**src/rtl/picorv32_regdbg.sv**
```systemverilog
// ============================================================================
// Module   : picorv32_regdbg
// Purpose  : Debug-host initiator for the PicoRV32 register-file port
//            (read / write / optional dump of x1..x31 via req/gnt arbitration).
//            Dump support is built only when PICORV32_REGDBG_DUMP_EN is defined.
// Revision : 1.0 - initial release
// ============================================================================
`default_nettype none

module picorv32_regdbg (
    input  logic        clk,
    input  logic        rst,
    input  logic        cmd_valid,
    output logic        cmd_ready,
    input  logic [1:0]  cmd_op,
    input  logic [4:0]  cmd_addr,
    input  logic [31:0] cmd_wdata,
    output logic        rsp_valid,
    input  logic        rsp_ready,
    output logic [31:0] rsp_data,
    output logic [4:0]  rsp_addr,
    output logic        rsp_err,
    output logic        rsp_last,
    output logic        rf_req,
    input  logic        rf_gnt,
    output logic        rf_wen,
    output logic [5:0]  rf_waddr,
    output logic [5:0]  rf_raddr,
    output logic [31:0] rf_wdata,
    input  logic [31:0] rf_rdata
);

    localparam logic [1:0] c_OP_READ  = 2'b00;
    localparam logic [1:0] c_OP_WRITE = 2'b01;
    localparam logic [1:0] c_OP_DUMP  = 2'b10;
    localparam logic [4:0] c_LAST_REG = 5'd31;

`ifdef PICORV32_REGDBG_DUMP_EN
    localparam logic c_DUMP_EN = 1'b1;
`else
    localparam logic c_DUMP_EN = 1'b0;
`endif

    typedef enum logic [1:0] {
        ST_IDLE = 2'd0,
        ST_ACQ  = 2'd1,
        ST_RSP  = 2'd2
    } state_t;

    state_t      r_state;
    logic [1:0]  r_op;
    logic [4:0]  r_addr;
    logic [31:0] r_wdata;
    logic        r_cmd_ready;
    logic        r_rsp_valid;
    logic [31:0] r_rsp_data;
    logic [4:0]  r_rsp_addr;
    logic        r_rsp_err;
    logic        r_rsp_last;
    logic        r_rf_req;

    logic w_cmd_dump;
    logic w_cmd_err;
    logic w_op_dump;

    assign w_cmd_dump = c_DUMP_EN && (cmd_op == c_OP_DUMP);
    assign w_cmd_err  = (cmd_op[1] == 1'b1) && !w_cmd_dump;
    assign w_op_dump  = c_DUMP_EN && (r_op == c_OP_DUMP);

    assign cmd_ready = r_cmd_ready;
    assign rsp_valid = r_rsp_valid;
    assign rsp_data  = r_rsp_data;
    assign rsp_addr  = r_rsp_addr;
    assign rsp_err   = r_rsp_err;
    assign rsp_last  = r_rsp_last;
    assign rf_req    = r_rf_req;
    assign rf_waddr  = {1'b0, r_addr};
    assign rf_raddr  = {1'b0, r_addr};
    assign rf_wdata  = r_wdata;

    // Gated by rst so a reset arriving in the grant cycle cannot commit a write.
    assign rf_wen = (r_state == ST_ACQ) && rf_gnt && (r_op == c_OP_WRITE) && !rst;

    always_ff @(posedge clk) begin
        if (rst) begin
            r_state     <= ST_IDLE;
            r_op        <= c_OP_READ;
            r_addr      <= 5'd0;
            r_wdata     <= 32'd0;
            r_cmd_ready <= 1'b0;
            r_rsp_valid <= 1'b0;
            r_rsp_data  <= 32'd0;
            r_rsp_addr  <= 5'd0;
            r_rsp_err   <= 1'b0;
            r_rsp_last  <= 1'b0;
            r_rf_req    <= 1'b0;
        end else begin
            case (r_state)
                ST_IDLE: begin
                    r_cmd_ready <= 1'b1;
                    if (cmd_valid && r_cmd_ready) begin
                        r_cmd_ready <= 1'b0;
                        r_op        <= cmd_op;
                        r_addr      <= cmd_addr;
                        r_wdata     <= cmd_wdata;
                        if (w_cmd_err) begin
                            r_state     <= ST_RSP;
                            r_rsp_valid <= 1'b1;
                            r_rsp_err   <= 1'b1;
                            r_rsp_data  <= 32'd0;
                            r_rsp_addr  <= cmd_addr;
                            r_rsp_last  <= 1'b1;
                        end else if (w_cmd_dump) begin
                            r_addr   <= 5'd1;
                            r_rf_req <= 1'b1;
                            r_state  <= ST_ACQ;
                        end else if (cmd_addr == 5'd0) begin
                            // x0 is never put on the port: reads yield 0, writes vanish.
                            r_state     <= ST_RSP;
                            r_rsp_valid <= 1'b1;
                            r_rsp_err   <= 1'b0;
                            r_rsp_data  <= (cmd_op == c_OP_WRITE) ? cmd_wdata : 32'd0;
                            r_rsp_addr  <= 5'd0;
                            r_rsp_last  <= 1'b1;
                        end else begin
                            r_rf_req <= 1'b1;
                            r_state  <= ST_ACQ;
                        end
                    end
                end
                ST_ACQ: begin
                    if (rf_gnt) begin
                        r_rsp_data  <= (r_op == c_OP_WRITE) ? r_wdata : rf_rdata;
                        r_rsp_addr  <= r_addr;
                        r_rsp_err   <= 1'b0;
                        r_rsp_last  <= !w_op_dump || (r_addr == c_LAST_REG);
                        r_rsp_valid <= 1'b1;
                        r_state     <= ST_RSP;
                    end
                end
                ST_RSP: begin
                    if (rsp_ready) begin
                        r_rsp_valid <= 1'b0;
                        if (w_op_dump && (r_addr != c_LAST_REG)) begin
                            r_addr  <= r_addr + 5'd1;
                            r_state <= ST_ACQ;
                        end else begin
                            r_rf_req    <= 1'b0;
                            r_cmd_ready <= 1'b1;
                            r_state     <= ST_IDLE;
                        end
                    end
                end
                default: r_state <= ST_IDLE;
            endcase
        end
    end

endmodule

`default_nettype wire

```
**config.mk**
```make
export PLATFORM = sky130hd
export DESIGN_NAME = picorv32_regdbg
export DESIGN_NICKNAME = d
export VERILOG_FILES = /design/src/rtl/picorv32_regdbg.sv
export SDC_FILE = /design/constraint.sdc
export NUM_CORES = 1
export LEC_CHECK = 0
export CAP_MARGIN = 20
export CORE_MARGIN = 3
export CORE_UTILIZATION = 40
export CTS_BUF_LIST = sky130_fd_sc_hd__clkbuf_4
export DETAILED_ROUTE_END_ITERATION = 12
export PLACE_DENSITY = 0.74
export RECOVER_POWER = 100
export SETUP_SLACK_MARGIN = 0.02
export SLEW_MARGIN = 20
export SYNTH_ARGS = -nofsm -noshare
export SYNTH_HDL_FRONTEND = slang
export SYNTH_SLANG_ARGS = --single-unit
```
**constraint.sdc**
```tcl
create_clock -name clk -period 2.5 [get_ports clk]
set_input_delay 0.25 -clock clk [delete_from_list [all_inputs] [get_ports clk]]
set_output_delay 0.25 -clock clk [all_outputs]
set_load 0.02 [all_outputs]
```
==> flow_summary_export.csv <==
group,metric,value,unit
status,result_of_the_run,"finished clean",
pwr,vdd_drop_max,0.000371,V
routing,wl,14400,um
floorplanning,initial_utilization,41.5,%
clocking,cts_post_setup_buffers_inserted,0,
clocking,tritoncts_buffer_count,9,
global_route,grt_pass1_wl,22300,um
global_route,grt_antenna_before_repair,0,
timing,timing.final.setup_violations,0,
cells_and_area,final_util,58.1,%
routing,drt-wirelength-per-cell,17.9,um
flow_run,drv.max_cap_violation_count,0,
synth,synthDistinctLibCells,41,
placed_design,pre_cts_ws,210,ps
cells_and_area,num_antenna_cells,0,
cells_and_area,final-instance-count-excl-fill,803,
clocking,cts_tree,"built",
placed_design,dp_cells,787,
setup_path,worst_ep_required_time,2250,ps
synth,synth_adder_area_share,0.869,%
cells_and_area,final_common_cell,"sky130_fd_sc_hd__a21oi_1",
cells_and_area,final_cell_mix,"sky130_fd_sc_hd__a21oi_1, sky130_fd_sc_hd__dlygate4sd3_1, sky130_fd_sc_hd__dfxtp_1",
timing,fin_setup_tns,0,ps
timing,hold_violations,0,
synth,main_combinational_cell_family_by_area_after_synthesis,"compound AO/OA/AOI/OAI gates",
timing,fin_ws,214,ps
synth,ys_ff_latch,83,
synth,sequential_area_share_after_synthesis,38.5,%
global_route,grtUsageTotal,23.3,%
placed_design,gp_congestion,0.782,
clocking,htreeDepth,3,
clocking,worst_setup_hold_path_clk_slew,140,ps
setup_path,endpoint,"rf_wen",
clocking,cts_root_buf,"sky130_fd_sc_hd__clkbuf_4",
synth,synth-compound-area-share,28.9,%
timing,period_minus_slack,2290,ps
clocking,clock_path_buffers,2,
synth,xor_xnor_share_of_the_synthesized_area,0,%
floorplanning,die_height,110,um
routing,highest-signal-layer,"met4",
synth,share_of_cell_area_taken_by_muxes_after_synthesis,0.261,%
global_route,grt_pass1_vias,4449,
routing,wl_met3,1350,um
routing,antenna_left,0,
cells_and_area,fillerInstances,976,
setup_path,worstSetupStartpoint,"r_state[1]",
setup_path,worst-path-max-fanout,10,
floorplanning,core_area,0.0104,mm2
global_route,grt_start_max_net_pins,84,
clocking,post_cts_resize_count,0,
setup_path,crit-reg2reg-launch,"r_state[0]",
min_path,hp-class,"input port to flip-flop",
floorplanning,die_width,110,um
routing,drc_errors,0,
clocking,clkSinkCount,83,
setup_path,setup.worst_path.start_class,"flip-flop",
routing,detail_route.vias_per_cell,5.65,
floorplanning,num_io_pins,163,
floorplanning,std_cell_rows,37,
global_route,grt-ovfl-total,0,
timing,max_clock_freq,0.437,GHz
setup_path,register_to_register_setup_slack,220,ps
cells_and_area,syn_to_final_growth,40.1,%
pwr,pleak,0.00240,uW
setup_path,reg2reg_to,"rf_wdata[18]",
placed_design,placement.io_buffers,160,
clocking,clkLatencyLatePin,420,ps
synth,synth_enable_flop_cells,0,
routing,firstDrtPassIters,5,
pwr,design_power_total,4390,uW
cells_and_area,final_nets,741,
synth,syn-cell-area,0.00432,mm2
timing,finalClockSkew,15.4,ps
routing,vias,4537,
synth,synth_cells,534,
clocking,holdBufCountCts,0,
timing,fin_crit_sh,91.4,%
routing,dr.first_iter.drc_count,258,
floorplanning,floorplan.die_area,0.0121,mm2
synth,yosys.area_share.simple,20.5,%
synth,syn_avg_cell_area,8.09,um2
setup_path,ff2ff_path_depth,7,
setup_path,critPathKind,"flip-flop to primary output",
timing,rsz_0062_raised_after_global_routing,"no",
setup_path,worst_ep_arrival_time,2040,ps
timing,worst_slew_margin_rel,39.7,%
routing,met2WireLength,7000,um
pwr,power.density_cell_area,726,mW/mm2
synth,synth-main-ff-cell,"sky130_fd_sc_hd__dfxtp_1",
timing,max_slew.worst_pin.slew,904,ps
synth,synth_warnings,0,
setup_path,end_kind,"primary output",
routing,m1WireLength,5850,um
synth,synth-async-reset-ratio,0,%
placed_design,hpwl,9530,um
timing,max_transition_viols_final,0,
cells_and_area,drive_gt1_share,8.40,%
-- synth_stat cells, drive strengths merged, types with 2 or more instances --
| cell type | n | area, um2 |
|---|---|---|
| clkbuf | 41 | 154 |
| nand2 | 81 | 304 |
| a31oi | 5 | 31.3 |
| a311oi | 2 | 17.5 |
| nor3 | 37 | 190 |
| nand2b | 3 | 18.8 |
| dfxtp | 83 | 1660 |
| nor2 | 11 | 41.3 |
| nand3b | 32 | 240 |
| buf | 20 | 161 |
| o211ai | 33 | 253 |
| a221oi | 32 | 437 |
| a21oi | 86 | 430 |
| ha | 3 | 37.5 |
| inv | 41 | 154 |
| nor2b | 4 | 25.0 |
-- final cells by class --
| type | instances | area [um2] | share of cell area [%] |
|---|---|---|---|
| Multi-Input combinational cell | 350 | 2140 | 35.4 |
| Timing Repair Buffer | 177 | 1760 | 29.1 |
| Sequential cell | 83 | 1660 | 27.5 |
| Tap cell | 136 | 170 | 2.81 |
| Clock inverter | 7 | 91.3 | 1.51 |
| Clock buffer | 9 | 67.6 | 1.12 |
| Inverter | 41 | 154 | 2.54 |
-- how the worst min path moves through the flow --
stage,endpoint,slack (ps),cells past startpoint,from
6_report,rf_wdata[29],410,3,cmd_wdata[29]
5_1_grt,rf_wdata[24],400,3,cmd_wdata[24]
4_1_cts,rf_wdata[22],390,3,cmd_wdata[22]
3_5_place_dp,rf_wdata[11],460,2,rf_wdata[11]
3_3_place_gp,rf_wdata[11],460,2,rf_wdata[11]
2_1_floorplan,rf_wdata[0],390,2,cmd_wdata[0]
-- sequential cells by signal, indices dropped and copies added (netlist names) --
signal     cells
cmd_ready      1
r_addr         5
r_op           2
r_state        2
rf_req         1
rf_wdata      32
rsp_addr       5
rsp_data      32
rsp_err        1
rsp_last       1
rsp_valid      1
-- cells by family after synthesis --
group / after synthesis
and+or+nand+nor: 176
AOI/OAI and AO/OA: 168
buffers and inverters: 102
DFF: 83
adders and majority gates: 3
muxes: 1
other: 1
-- metal layers --
| layer | global-route usage (%) | vias up |
|---|---|---|
| li1 | - | 2152 |
| met1 | 29.0 | 2152 |
| met2 | 39.7 | 218 |
| met3 | 5.23 | 15 |
| met4 | 7.57 | 0 |
| met5 | 0 | - |
-- per-stage QoR --
stage,instance area [um2],hold slack (ps)
detailed placement,5960,461
global placement,5960,456
CTS,6120,392
finish,6050,409
global route,6050,401
floorplan,4320,386
-- report_power, final --
part	internal, uW	switching [uW]	total [uW]	leakage [uW]
combinational	768	1050	1820	0.00164
clock	405	476	881	0.0000877
sequential	1540	148	1690	0.000676
total	2720	1670	4390	0.00240
-- worst max-delay path: stages, from the launching register on --
cell and delay, ps:
sky130_fd_sc_hd__dfxtp_1 340, sky130_fd_sc_hd__inv_1 100, sky130_fd_sc_hd__ha_2 310, sky130_fd_sc_hd__and4b_1 250
sky130_fd_sc_hd__clkdlybuf4s50_1 630
Note: power is estimated with default switching activity, not from simulation.
